## config.mk

```make
export PLATFORM = sky130hd
export DESIGN_NAME = simplez_kbd_fifo_flat
export DESIGN_NICKNAME = d
export VERILOG_FILES = /design/src/rtl/simplez_kbd_fifo_if.sv /design/src/rtl/simplez_kbd_fifo.sv /design/src/flat_wrapper.sv
export SDC_FILE = /design/constraint.sdc
export NUM_CORES = 1
export LEC_CHECK = 0
export ABC_AREA = 0
export BUFFER_PORTS_ARGS = -buffer_cell sky130_fd_sc_hd__buf_2
export CAP_MARGIN = 20
export CORE_ASPECT_RATIO = 1.2
export CORE_MARGIN = 2
export CORE_UTILIZATION = 63
export CTS_BUF_LIST = sky130_fd_sc_hd__clkbuf_2 sky130_fd_sc_hd__clkbuf_4 sky130_fd_sc_hd__clkbuf_8
export CTS_CLUSTER_DIAMETER = 60
export DETAILED_ROUTE_END_ITERATION = 16
export PLACE_DENSITY_LB_ADDON = 0.15
export SYNTH_ARGS = -nofsm -noshare
export SYNTH_HDL_FRONTEND = slang
export SYNTH_SLANG_ARGS = --single-unit
```

## constraint.sdc

```tcl
create_clock -name clk -period 4.28 [get_ports clk]
set_input_delay 1.284 -clock clk [delete_from_list [all_inputs] [get_ports clk]]
set_output_delay 1.284 -clock clk [all_outputs]
set_load 0.01 [all_outputs]
```

## src/rtl/simplez_kbd_fifo_if.sv

```systemverilog
// simplez_kbd_fifo_if: UART-side and CPU-side signals of the Simplez keyboard FIFO
//   rx_data   [7:0]          received byte, valid while rx_rcv=1
//   rx_rcv                   one-cycle pulse: new byte received
//   data_cs                  CPU chip select for the data register (addr 511), level
//   status_cs                CPU chip select for the status register (addr 510), level
//   dout      [7:0]          data register seen by the CPU
//   status    [7:0]          status register {5'b0, overflow, full, not_empty}
//   count     [DEPTH_LOG2:0] FIFO occupancy
//   not_empty                combinational count != 0
// The master modport drives the inputs (UART and CPU side).
// The slave modport belongs to the FIFO.
interface simplez_kbd_fifo_if #(
    parameter int DEPTH_LOG2 = 4
);
    logic [7:0]          rx_data;
    logic                rx_rcv;
    logic                data_cs;
    logic                status_cs;
    logic [7:0]          dout;
    logic [7:0]          status;
    logic [DEPTH_LOG2:0] count;
    logic                not_empty;
    modport master (
        output rx_data, rx_rcv, data_cs, status_cs,
        input  dout, status, count, not_empty
    );
    modport slave (
        input  rx_data, rx_rcv, data_cs, status_cs,
        output dout, status, count, not_empty
    );
endinterface

```

## src/rtl/simplez_kbd_fifo.sv

```systemverilog
// simplez_kbd_fifo: keyboard FIFO between the UART receiver and the Simplez CPU ports 510/511
//   clk   system clock
//   rstn  synchronous active-low reset
//   bus   simplez_kbd_fifo_if.slave
//         inputs:  rx_data, rx_rcv, data_cs, status_cs
//         outputs: dout, status, count, not_empty
module simplez_kbd_fifo #(
    parameter int DEPTH_LOG2 = 4
) (
    input logic               clk,
    input logic               rstn,
    simplez_kbd_fifo_if.slave bus
);
    localparam int DEPTH = 1 << DEPTH_LOG2;
    localparam logic [DEPTH_LOG2:0] L_FULL = (DEPTH_LOG2 + 1)'(DEPTH);

    logic [7:0]            r_mem [DEPTH];
    logic [DEPTH_LOG2-1:0] r_rd_ptr;
    logic [DEPTH_LOG2-1:0] r_wr_ptr;
    logic [DEPTH_LOG2:0]   r_count;
    logic [7:0]            r_dout;
    logic [7:0]            r_status;
    logic                  r_ovf;
    logic                  r_data_q;
    logic                  r_status_q;

    logic w_pop_req;
    logic w_stat_req;
    logic w_full;
    logic w_empty;
    logic w_pop;
    logic w_push;
    logic w_drop;

    // The CPU keeps its chip selects high for several cycles per access,
    // so only the rising edge counts as a request.
    assign w_pop_req  = bus.data_cs & ~r_data_q;
    assign w_stat_req = bus.status_cs & ~r_status_q;
    assign w_full     = r_count == L_FULL;
    assign w_empty    = r_count == '0;
    assign w_pop      = w_pop_req & ~w_empty;
    // When the FIFO is full, a pop on the same edge frees the slot the push needs.
    assign w_push     = bus.rx_rcv & (~w_full | w_pop);
    assign w_drop     = bus.rx_rcv & w_full & ~w_pop;

    // Storage carries no reset: stale entries are never read, because the
    // pointers and the count are cleared.
    always_ff @(posedge clk) begin
        if (rstn && w_push) r_mem[r_wr_ptr] <= bus.rx_data;
    end

    always_ff @(posedge clk) begin
        if (!rstn) begin
            r_rd_ptr   <= '0;
            r_wr_ptr   <= '0;
            r_count    <= '0;
            r_dout     <= '0;
            r_status   <= '0;
            r_ovf      <= 1'b0;
            r_data_q   <= 1'b0;
            r_status_q <= 1'b0;
        end else begin
            r_data_q   <= bus.data_cs;
            r_status_q <= bus.status_cs;
            if (w_pop_req) r_dout <= w_pop ? r_mem[r_rd_ptr] : 8'h00;
            if (w_pop) r_rd_ptr <= r_rd_ptr + DEPTH_LOG2'(1);
            if (w_push) r_wr_ptr <= r_wr_ptr + DEPTH_LOG2'(1);
            r_count <= r_count + (DEPTH_LOG2 + 1)'(w_push) - (DEPTH_LOG2 + 1)'(w_pop);
            // Status takes the flags from before this edge, so an overflow
            // is reported before the same status read clears it.
            if (bus.status_cs) r_status <= {5'b0, r_ovf, w_full, ~w_empty};
            r_ovf <= w_drop ? 1'b1 : (w_stat_req ? 1'b0 : r_ovf);
        end
    end

    assign bus.dout      = r_dout;
    assign bus.status    = r_status;
    assign bus.count     = r_count;
    assign bus.not_empty = ~w_empty;
endmodule

```

## src/flat_wrapper.sv

```systemverilog
// flat-port wrapper written by rule: the top's interface ports become plain ports
module simplez_kbd_fifo_flat 
#(
    parameter int DEPTH_LOG2 = 4
)
  (clk, rstn, bus_rx_data, bus_rx_rcv, bus_data_cs, bus_status_cs, bus_dout, bus_status, bus_count, bus_not_empty);
  simplez_kbd_fifo_if #(.DEPTH_LOG2(DEPTH_LOG2)) bus_i ();
  input logic clk;
  input logic rstn;
  input wire logic [$bits(bus_i.rx_data)-1:0] bus_rx_data;
  input wire logic [$bits(bus_i.rx_rcv)-1:0] bus_rx_rcv;
  input wire logic [$bits(bus_i.data_cs)-1:0] bus_data_cs;
  input wire logic [$bits(bus_i.status_cs)-1:0] bus_status_cs;
  output wire logic [$bits(bus_i.dout)-1:0] bus_dout;
  output wire logic [$bits(bus_i.status)-1:0] bus_status;
  output wire logic [$bits(bus_i.count)-1:0] bus_count;
  output wire logic [$bits(bus_i.not_empty)-1:0] bus_not_empty;
  assign bus_i.rx_data = bus_rx_data;
  assign bus_i.rx_rcv = bus_rx_rcv;
  assign bus_i.data_cs = bus_data_cs;
  assign bus_i.status_cs = bus_status_cs;
  assign bus_dout = bus_i.dout;
  assign bus_status = bus_i.status;
  assign bus_count = bus_i.count;
  assign bus_not_empty = bus_i.not_empty;
  simplez_kbd_fifo #(.DEPTH_LOG2(DEPTH_LOG2)) u_core (.clk(clk), .rstn(rstn), .bus(bus_i));
endmodule
```

== Word level (Yosys, flattened, before mapping) ==
Memory sizes are Yosys's and may differ from the RTL's. A register that Yosys moved wholly into a read port is not among the register bits.
Index checks and enable logic that the tools add are counted.

* Bits in writable memories: 128
* Word-level logic and storage cells: 36
* Output and inout port bits: 22
* Bits of input ports: 13
* Memories kept: 1
* Bits in registers: 27

{| class="wikitable"
|+ Memory list
! name !! depth !! width !! rd ports !! clocked after Yosys merged registers in !! wr ports !! RTL line !! RTL
|-
| u_core.r_mem || 16 || 8 || 1 || 1 || 1 || simplez_kbd_fifo.sv:17 || <nowiki>logic [7:0] r_mem [DEPTH];</nowiki>
|}

* Eq/ne operators: 1
* Add/subtract/negate cells: 4
* Multiplexer cells: 7
* Reductions and logical operators: 3
* Bitwise logic cells: 12

{| class="wikitable"
|+ Operator list
! kind !! count
|-
| 4-bit by 1-bit adder with 4-bit output (second input constant) || 2
|-
| 4-bit two-way mux || 2
|-
| 8-bit two-way mux || 1
|-
| 1-bit AND || 6
|-
| 5-bit by 1-bit adder with 5-bit output || 1
|-
| 5-bit == test (second input constant) || 1
|-
| 5-bit zero test || 1
|-
| 1-bit NOT || 5
|-
| 5-bit by 1-bit subtractor with 5-bit output || 1
|-
| 1-bit two-way mux || 4
|-
| 2-bit nonzero test || 1
|-
| 1-bit logical AND || 1
|-
| 1-bit OR || 1
|}

== Logic depth before layout (Yosys ltp) ==
Gate-level depths: netlist of the first run.

* Depth in word-level cells: 8
* Gate-level depth with buffers: 12
* Mapped depth without buffers: 12

== Worst setup path before layout of the first run ==
OpenSTA, ideal clock, no wires.

* Path kind: input-to-reg
* Start point: input port bus_data_cs
* End point: register u_core.r_count[4] (netlist: u_core.bus.count[4])
* Path buffers: 1
* Setup time: 116 ps
* Data required time: 4,164 ps
* Path slack: 896 ps
* Cell stages on the path: 11
* Data arrival time: 3,269 ps
* Path through: nand2b_1 clkbuf_1 nor2_4 ha_1 inv_1 ha_1 fa_1 a21oi_1 nor2_1 or3_1 and3_1

* Longest elaborated chain between the ends: 6

{| class="wikitable"
|+ Ends and longest elaborated chain
! element !! RTL line !! RTL
|-
| start: declaration || flat_wrapper.sv:12 || <nowiki>input wire logic [$bits(bus_i.data_cs)-1:0] bus_data_cs;</nowiki>
|-
| 1-bit AND (*) || simplez_kbd_fifo.sv:37 || <nowiki>assign w_pop_req = bus.data_cs & ~r_data_q;</nowiki>
|-
| 1-bit AND (*) || simplez_kbd_fifo.sv:41 || <nowiki>assign w_pop = w_pop_req & ~w_empty;</nowiki>
|-
| 1-bit OR || simplez_kbd_fifo.sv:43 || <nowiki>assign w_push = bus.rx_rcv & (~w_full | w_pop);</nowiki>
|-
| 1-bit AND || simplez_kbd_fifo.sv:43 ||
|-
| 5-bit by 1-bit adder with 5-bit output || simplez_kbd_fifo.sv:68 || <nowiki>r_count <= r_count + (DEPTH_LOG2 + 1)'(w_push) - (DEPTH_LOG2 + 1)'(w_pop);</nowiki>
|-
| 5-bit by 1-bit subtractor with 5-bit output (*) || simplez_kbd_fifo.sv:68 ||
|-
| end signal: assignment || simplez_kbd_fifo.sv:68 ||
|-
| end: declaration || simplez_kbd_fifo.sv:20 || <nowiki>logic [DEPTH_LOG2:0] r_count;</nowiki>
|}

Every way passes the cells marked *; elsewhere a longest branch is shown, timed or not.
A chain may end at the register's enable or synchronous reset.

== Worst setup path in the final report of the first run ==
Same ends and word-level chain as after synthesis.

==> key figures, run 1 <==
Status
  – Status: completed

STA
  – Final Hold Vio Count: 0
  – Worst-margin pin slew: 1.113 ns
  – FMAX: 321.8 MHz
  – Final hold slack: 0.4684 ns
  – Period minus WS final: 3.108 ns
  – Slew Viols, Final: 0
  – Period utilisation layout: 72.61%
  – RSZ-0062 raised after global routing: false
  – Setup-failing EPs final: 0
  – Final setup TNS: 0 ns
  – Clk_skew: 0.01187 ns
  – Rel. slew slack: 25.67%

Layout
  – Share of layout cells above drive strength 1: 22.94%
  – # diodes: 0
  – Most frequent cells in the layout: edfxtp_1 (128), dfxtp_1 (29), buf_2 (29)
  – Area Growth Syn to Fin: 10.31%
  – Nets: 413
  – Fin util: 71.00%
  – Commonest non-fill, non-tap cell in the layout: edfxtp_1

Yosys
  – Primary FF master, synth: edfxtp_1
  – Yosys reg bits: 159
  – Syn Std Cell Area: 6442 sq um
  – Syn Area/Cell: 18.51 sq um
  – Main combinational cell family by area after synthesis: multiplexers
  – Syn Inst Count: 348
  – Post-synthesis xor/xnor area fraction: 1.088%
  – Async set-reset flop share out of synthesis: 0%
  – Post-Synth Adder-Cell Area: 2.447%
  – Compound-cell area share of the yosys netlist: 2.369%
  – Post-synth EDFFs: 128
  – Simple-Gate Fraction of Synth Area: 5.690%
  – Post-synthesis mux area share: 15.23%
  – Synth warn: 0
  – Post-synthesis cell type count: 43
  – Post-synthesis sequential area ratio: 69.30%

Clocking
  – Clk Latency, worst-skew pair: 0.44 ns
  – Root Driver: clkbuf_8
  – Clock Tree Buf Depth: 2
  – Post-CTS sizing: 0
  – H-tree depth: 4
  – Hold Buf Count CTS: 0
  – CTS tree: built
  – TritonCTS buffer count: 17
  – Postcts setup bufs: 0
  – Clk slew on worst S/H paths: 0.08 ns
  – CTS sink cnt: 159

Global routing
  – Number of global-route vias before repair: 3214
  – Initial antenna violation count: 0
  – Largest net degree at the start of global routing: 33
  – Total grt overflow: 0
  – Wire length of the first global-routing pass: 16.98 mm
  – Total track usage: 22.15%

Routing
  – Via density per instance: 5.966
  – DRT iter0 DRCs: 158
  – Post-DRT Antenna Nets: 0
  – Routed vias: 3144
  – Routed len/inst: 20.98 um
  – DRC Markers: 0
  – Drt pass-1 iters: 5
  – Post-Route WL: 11.06 mm

Placement
  – Dpl hpwl: 7.117 mm
  – IO Port Bufs: 29
  – Placer Congestion: 0.7505

Die
  – Core box area: 10010 sq um
  – # IOs: 35
  – Die Ht: 114.8 um
  – Row Count: 40
  – Initial core utilization: 64.36%
  – Die X: 96.32 um
  – Die ar.: 11050 sq um

Worst setup path
  – Req. time, crit path: 4.61 ns
  – Setup CP Type: input port to flip-flop
  – CP endpoint kind: flip-flop
  – Reg2Reg Depth: 12
  – CP Launch Type: input port
  – Crit Path Max Fanout: 7
  – Crit path DAT: 3.44 ns

Power and ir drop
  – LEAKAGE: 2.450 nW
  – IR drop worst, VDD: 0.0003371 V
  – PnR Total Power: 3.698 mW
  – Power density over the cells: 520.4 nW/um^2

Worst hold path
  – Hold Path Class: flip-flop to flip-flop
  – Hold depth: 2

Run
  – Max-cap violations: 0
## kinds of logic after synthesis
family,after synthesis
xor+xnor,8
fa+ha+maj,12
simple gates,66
buf+inv,31
other cells,1
compound gates,19
flops,159
mux,52
## flip-flops by register name, indices dropped and copies added (netlist names), named ones only
name / cells
u_core.r_mem: 128
u_core.bus.dout: 8
u_core.bus.count: 5
u_core.r_rd_ptr: 4
u_core.r_wr_ptr: 4
u_core.bus.status: 3
u_core.r_data_q: 1
u_core.r_ovf: 1
u_core.r_status_q: 1
## worst max-delay path: stages
cell,delay (ns)
buf_2,0.11
nand2b_1,0.29
nor2_4,0.09
ha_1,0.29
inv_1,0.04
ha_1,0.22
fa_1,0.40
a21oi_1,0.14
nor2_1,0.05
or3_1,0.33
and3_1,0.19
## worst paths after layout
check	from	end	slack, ns
max	bus_data_cs	u_core.bus.count[4]	1.17
min	u_core.bus.dout[7]	u_core.bus.dout[7]	0.47
max reg2reg	u_core.bus.count[2]	u_core.bus.count[4]	1.41
min reg2reg	u_core.bus.dout[7]	u_core.bus.dout[7]	0.47
## Yosys cell counts (2+ instances only)
cell type | count | area share [%]
clkbuf_8 | 4 | 0.85
xor2_1 | 4 | 0.54
xnor2_1 | 4 | 0.54
and2_1 | 12 | 1.2
nor2b_1 | 4 | 0.39
mux4_2 | 16 | 5.6
a21oi_1 | 2 | 0.16
clkbuf_1 | 3 | 0.17
o221ai_1 | 8 | 1.1
nand2_1 | 14 | 0.82
mux4_1 | 16 | 6.5
ha_1 | 11 | 2.1
buf_6 | 2 | 0.35
nor2_1 | 17 | 0.99
mux2i_1 | 20 | 3.1
buf_4 | 5 | 0.58
inv_1 | 12 | 0.70
nand2b_1 | 2 | 0.19
buf_12 | 2 | 0.62
buf_8 | 2 | 0.47
nand3b_1 | 2 | 0.23
dfxtp_1 | 31 | 9.6
edfxtp_1 | 128 | 60
o21ai_0 | 3 | 0.23
a21boi_0 | 2 | 0.23
nand3_1 | 5 | 0.39
## layer usage
| metal | wire length (um) | vias up | share of wire (%) | track usage (%) |
|---|---|---|---|---|
| met5 | 0 | - | 0 | 0 |
| met3 | 733 | 14 | 6.6 | 5.701 |
| met1 | 4375 | 1570 | 40 | 27.35 |
| met2 | 5777 | 127 | 52 | 37.59 |
| li1 | - | 1433 | - | - |
| met4 | 172 | 0 | 1.6 | 8.545 |
## cell type report
class                      count  area (sq um)
clock inverter                10         177.7
clock buffer                  22         302.8
multi-input combinational    162          1747
fill                         635          2903
inverter                      12         45.04
tap                          126         157.7
sequential                   159          4467
timing repair buffer          36         210.2
## where the power goes
group	leakage, nW	internal, mW	switching, mW	total (mW)
clock	0.250	0.770	0.508	1.28
combinational	0.792	0.310	0.300	0.610
sequential	1.41	1.74	0.0719	1.81
## per-stage QoR
stage          area [sq um]  instances  setup slack (ns)
2_1_floorplan          6457        352            0.8955
6_report               7107        527             1.172
4_1_cts                7087        526             1.167
3_3_place_gp           6606        494            0.7903
5_1_grt                7107        527             1.029
3_5_place_dp           6606        494            0.7134
No activity file was read; power rests on OpenSTA's default activity.
==> inputs of run 2 (changes only) <==
==> constraint.sdc (replaced) <==
create_clock -name clk -period 3.1 [get_ports clk]
set_input_delay 0.93 -clock clk [delete_from_list [all_inputs] [get_ports clk]]
set_output_delay 0.93 -clock clk [all_outputs]
set_load 0.01 [all_outputs]
==> key figures, run 2 (same netlist as run 1, synthesis figures left out) <==
Status
  – Status: completed

Power and ir drop
  – IR drop worst, VDD: 0.0003825 V (+13%)
  – LEAKAGE: 2.472 nW (+0.92%)
  – PnR Total Power: 4.710 mW (+27%)
  – Power density over the cells: 661.7 nW/um^2 (+27%)

Routing
  – Post-DRT Antenna Nets: 0 (unchanged)
  – Routed vias: 3170 (+0.83%)
  – DRC Markers: 0 (unchanged)
  – Via density per instance: 5.806 (-2.7%)
  – Post-Route WL: 11.11 mm (+0.51%)
  – Routed len/inst: 20.36 um (-3.0%)
  – DRT iter0 DRCs: 201 (+27%)
  – Drt pass-1 iters: 4 (-1)

Placement
  – Dpl cells: 514 (+4.0%)
  – Placer Congestion: 0.7882 (+5.0%)
  – IO Port Bufs: 29 (unchanged)
  – Dpl hpwl: 7.339 mm (+3.1%)

Global routing
  – Largest net degree at the start of global routing: 33 (unchanged)
  – Wire length of the first global-routing pass: 16.76 mm (-1.3%)
  – Total track usage: 21.87% (-0.28 points)
  – Number of global-route vias before repair: 3150 (-2.0%)
  – Total grt overflow: 0 (unchanged)
  – Initial antenna violation count: 0 (unchanged)

Clocking
  – TritonCTS buffer count: 17 (unchanged)
  – Clk slew on worst S/H paths: 0.08 ns (about the same)
  – Clk Latency, worst-skew pair: 0.44 ns (about the same)
  – CTS sink cnt: 159 (unchanged)
  – H-tree depth: 4 (unchanged)
  – CTS tree: built
  – Postcts setup bufs: 0 (unchanged)
  – Root Driver: clkbuf_8
  – Hold Buf Count CTS: 0 (unchanged)
  – Clock Tree Buf Depth: 2 (unchanged)
  – Post-CTS sizing: 0 (unchanged)

Worst setup path
  – Crit Path Max Fanout: 3 (-4)
  – Req. time, crit path: 3.43 ns (-1.18 ns)
  – CP endpoint kind: flip-flop
  – Setup CP Type: flip-flop to flip-flop
  – CP Launch Type: flip-flop
  – Crit path DAT: 3.00 ns (-0.44 ns)

Layout
  – Max reg flops: 128 (unchanged)
  – Reg area: 4466 sq um (about the same)
  – Most flops, register: u_core.r_mem
  – Area of the multi-input gates: 1747 sq um (unchanged)
  – Fill cell count: 628 (-1.1%)
  – Nets: 432 (+4.6%)
  – Most frequent cells in the layout: edfxtp_1 (128), dfxtp_1 (30), buf_2 (29)
  – Share of layout cells above drive strength 1: 25.48% (+2.5 points)
  – Non-Filler Instances: 546 (+3.6%)
  – # diodes: 0 (unchanged)
  – Fin util: 71.11% (+0.11 points)
  – Commonest non-fill, non-tap cell in the layout: edfxtp_1
  – Area Growth Syn to Fin: 10.49%

Die
  – Die X: 96.32 um (unchanged)
  – # IOs: 35 (unchanged)
  – Initial core utilization: 64.36% (unchanged)
  – Row Count: 40 (unchanged)
  – Core box area: 10010 sq um (unchanged)
  – Die ar.: 11050 sq um (unchanged)
  – Die Ht: 114.8 um (unchanged)

STA
  – Setup-failing EPs final: 0 (unchanged)
  – Worst-margin pin slew: 0.9995 ns (-0.1139 ns)
  – RSZ-0062 raised after global routing: false
  – Final hold slack: 0.4623 ns (-0.006087 ns)
  – Final setup TNS: 0 ns (unchanged)
  – Period minus WS final: 2.664 ns
  – Rel. slew slack: 33.27% (+7.6 points)
  – Slew Viols, Final: 0 (unchanged)
  – Final Hold Vio Count: 0 (unchanged)
  – FMAX: 375.4 MHz
  – Period utilisation layout: 85.92%
  – Clk_skew: 0.01122 ns (-0.0006529 ns)

Worst hold path
  – Hold Path Class: flip-flop to flip-flop

Run
  – Max-cap violations: 0 (unchanged)
## run 2: cell count changes in the layout (fill, tap and decap cells not counted), moves of 3 or more
cell | before | now
buf_4 | 6 | 26
clkinv_4 | 0 | 6
clkbuf_8 | 22 | 17
bufinv_16 | 5 | 1
clkinv_1 | 0 | 3
clkinvlp_4 | 0 | 3
## run 2: cell type report
class | count | area share [%]
clock buffer | 18 | 3.393
multi-input combinational | 162 | 24.54
inverter | 12 | 0.6328
tap | 126 | 2.215
timing repair buffer | 55 | 4.781
clock inverter | 14 | 1.705
sequential | 159 | 62.74
## run 2: worst paths after layout
check	start	end	slack, ns	cells past startpoint
max	u_core.bus.count[3]	u_core.bus.count[4]	0.44	12
min	u_core.bus.dout[2]	u_core.bus.dout[2]	0.46	2
max reg2reg	u_core.bus.count[3]	u_core.bus.count[4]	0.44	12
min reg2reg	u_core.bus.dout[2]	u_core.bus.dout[2]	0.46	2
## run 2: metal layers
metal  track usage (%)  wire length (um)  vias up
met2             35.60              5621       82
li1                  -                 -     1469
met4             7.606               177        0
met1             28.61              4890     1606
met5                 0                 0        -
met3             6.160               425       13
## run 2: per-stage QoR
step                      worst slack [ns]  instance area, sq um
after floorplan                    0.06953                  6457
after global placement              0.1302                  6755
after detailed placement           0.09742                  6755
after CTS                           0.4153                  7118
after global routing                0.2669                  7118
final                               0.4364                  7118
## run 2: where the power goes
| group | internal, mW | switching [mW] |
|---|---|---|
| clock | 0.638 | 0.729 |
| sequential | 2.40 | 0.0833 |
| combinational | 0.437 | 0.424 |
| total | 3.47 | 1.24 |
## run 2: critical path, stage by stage, from the launching register on
cell     delay, ns
dfxtp_1       0.34
inv_1         0.08
ha_1          0.16
nor4b_4       0.28
nor2_4        0.07
ha_1          0.27
inv_1         0.04
ha_1          0.21
fa_1          0.40
a21oi_1       0.14
nor2_1        0.06
or3_1         0.33
and3_1        0.18
==> inputs of run 3 (changes only) <==
--- a/config.mk
+++ b/config.mk
@@ -14,7 +14,7 @@
 export CTS_BUF_LIST = sky130_fd_sc_hd__clkbuf_2 sky130_fd_sc_hd__clkbuf_4 sky130_fd_sc_hd__clkbuf_8
 export CTS_CLUSTER_DIAMETER = 60
 export DETAILED_ROUTE_END_ITERATION = 16
-export PLACE_DENSITY_LB_ADDON = 0.15
+export PLACE_DENSITY = 0.8
 export SYNTH_ARGS = -nofsm -noshare
 export SYNTH_HDL_FRONTEND = slang
 export SYNTH_SLANG_ARGS = --single-unit
==> key figures, run 3 (same netlist as run 1, synthesis figures left out) <==
Power and ir drop
  – Power density over the cells: 681.7 nW/um^2 (+3.0%)
  – IR drop worst, VDD: 0.0004789 V (+25%)
  – PnR Total Power: 4.879 mW (+3.6%)
  – LEAKAGE: 2.497 nW (+1.0%)

Global routing
  – Total track usage: 23.28% (+1.4 points)
  – Largest net degree at the start of global routing: 33 (unchanged)
  – Total grt overflow: 0 (unchanged)
  – Number of global-route vias before repair: 3296 (+4.6%)
  – Initial antenna violation count: 0 (unchanged)
  – Wire length of the first global-routing pass: 17.84 mm (+6.5%)

Placement
  – Placer Congestion: 0.8122 (+3.0%)
  – Dpl hpwl: 7.516 mm (+2.4%)
  – Dpl cells: 514 (unchanged)
  – IO Port Bufs: 29 (unchanged)

Routing
  – DRT iter0 DRCs: 208 (+3.5%)
  – DRC Markers: 0 (unchanged)
  – Drt pass-1 iters: 4 (unchanged)
  – Routed len/inst: 21.14 um (+3.9%)
  – Routed vias: 3255 (+2.7%)
  – Via density per instance: 5.962 (+2.7%)
  – Post-Route WL: 11.54 mm (+3.9%)
  – Post-DRT Antenna Nets: 0 (unchanged)

Worst hold path
  – Hold Path Class: flip-flop to flip-flop

Worst setup path
  – CP Launch Type: flip-flop
  – Setup CP Type: flip-flop to flip-flop
  – Crit path DAT: 3.00 ns (about the same)
  – Crit Path Max Fanout: 3 (unchanged)
  – Crit path top cell by count: ha_1
  – Slowest stage delay, CP: 0.41 ns (about the same)
  – Slowest-stage cell, CP: fa_1
  – CP endpoint kind: flip-flop
  – Req. time, crit path: 3.44 ns (about the same)
  – Crit-path cells: inv_1 > ha_1 > nor4b_4 > nor2_4 > ha_1 > inv_1 > ha_1 > fa_1 > a21oi_1 > nor2_1 > or3_1 > and3_1

Layout
  – Share of layout cells above drive strength 1: 25.95% (+0.48 points)
  – Non-Filler Instances: 546 (unchanged)
  – Commonest non-fill, non-tap cell in the layout: edfxtp_1
  – Fill cell count: 625 (-0.48%)
  – # diodes: 0 (unchanged)
  – Reg area: 4466 sq um (unchanged)
  – Nets: 432 (unchanged)
  – Area Growth Syn to Fin: 11.09%
  – Max reg flops: 128 (unchanged)
  – Most flops, register: u_core.r_mem
  – Most frequent cells in the layout: edfxtp_1 (128), dfxtp_1 (30), buf_2 (29)
  – Area of the multi-input gates: 1747 sq um (unchanged)

Clocking
  – Root Driver: clkbuf_8
  – H-tree depth: 4 (unchanged)
  – Post-CTS sizing: 0 (unchanged)
  – CTS tree: built
  – Clk Latency, worst-skew pair: 0.44 ns (about the same)
  – Clock Tree Buf Depth: 2 (unchanged)
  – Hold Buf Count CTS: 0 (unchanged)
  – TritonCTS buffer count: 17 (unchanged)
  – Postcts setup bufs: 0 (unchanged)
  – CTS sink cnt: 159 (unchanged)
  – Clk slew on worst S/H paths: 0.08 ns (about the same)

STA
  – Final Hold Vio Count: 0 (unchanged)
  – Final setup TNS: 0 ns (unchanged)
  – Slew Viols, Final: 0 (unchanged)
  – RSZ-0062 raised after global routing: false
  – Clk_skew: 0.01126 ns (+0.00004090 ns)
  – FMAX: 375.1 MHz (about the same)
  – Setup-failing EPs final: 0 (unchanged)
  – Worst-margin pin slew: 0.8183 ns (-0.1813 ns)
  – Period minus WS final: 2.666 ns (+0.002536 ns)
  – Rel. slew slack: 45.37% (+12 points)
  – Period utilisation layout: 86.00% (about the same)
  – Final hold slack: 0.4623 ns (+0.00005000 ns)

Die
  – Initial core utilization: 64.36% (unchanged)
  – Die X: 96.32 um (unchanged)
  – # IOs: 35 (unchanged)
  – Core box area: 10010 sq um (unchanged)
  – Die ar.: 11050 sq um (unchanged)
  – Die Ht: 114.8 um (unchanged)
  – Row Count: 40 (unchanged)

Status
  – Status: completed

Run
  – Max-cap violations: 0 (unchanged)
[run 3: through the flow]
| step | util (%) | area, sq um | setup WS, ns |
|---|---|---|---|
| floorplan | - | 6457 | 0.06953 |
| global placement | 67.49 | 6755 | 0.1425 |
| detailed placement | 67.49 | 6755 | 0.1061 |
| CTS | 71.50 | 7157 | 0.3989 |
| global route | 71.50 | 7157 | 0.2591 |
| finish | 71.50 | 7157 | 0.4339 |
[run 3: critical path: cells and delay by family, from the launching register on]
| family | cells | cell delay, ns |
|---|---|---|
| AOI/OAI and AO/OA | 1 | 0.14 |
| adders and majority gates | 4 | 1.06 |
| buffers and inverters | 2 | 0.12 |
| DFF | 1 | 0.33 |
| and+or+nand+nor | 5 | 0.90 |
[run 3: cell type report]
type,instances,share of cell area [%]
clock buffers,20,3.584
clock inverters,12,2.028
inverters,12,0.6294
multi-input cells,162,24.41
flip-flops and latches,159,62.40
well taps,126,2.203
repair buffers,55,4.755
[run 3: final timing paths]
kind / from / endpoint / slack, ns / cells past startpoint
min reg2reg: u_core.bus.dout[7] / u_core.bus.dout[7] / 0.46 / 2
min: u_core.bus.dout[7] / u_core.bus.dout[7] / 0.46 / 2
max reg2reg: u_core.bus.count[2] / u_core.bus.count[4] / 0.43 / 12
max: u_core.bus.count[2] / u_core.bus.count[4] / 0.43 / 12
[run 3: routing by layer]
metal | vias up | wire (um) | part of all wire, % | GRT usage (%)
met5 | - | 0 | 0 | 0
met3 | 20 | 640 | 5.5 | 5.308
met4 | 0 | 229 | 2.0 | 10.70
met1 | 1655 | 4650 | 40 | 28.82
li1 | 1467 | - | - | -
met2 | 113 | 6023 | 52 | 39.12
[run 3: power by group]
group | switching [mW] | internal [mW]
Clock | 0.702 | 0.814
Combinational | 0.391 | 0.446
Sequential | 0.126 | 2.40
Total | 1.22 | 3.66
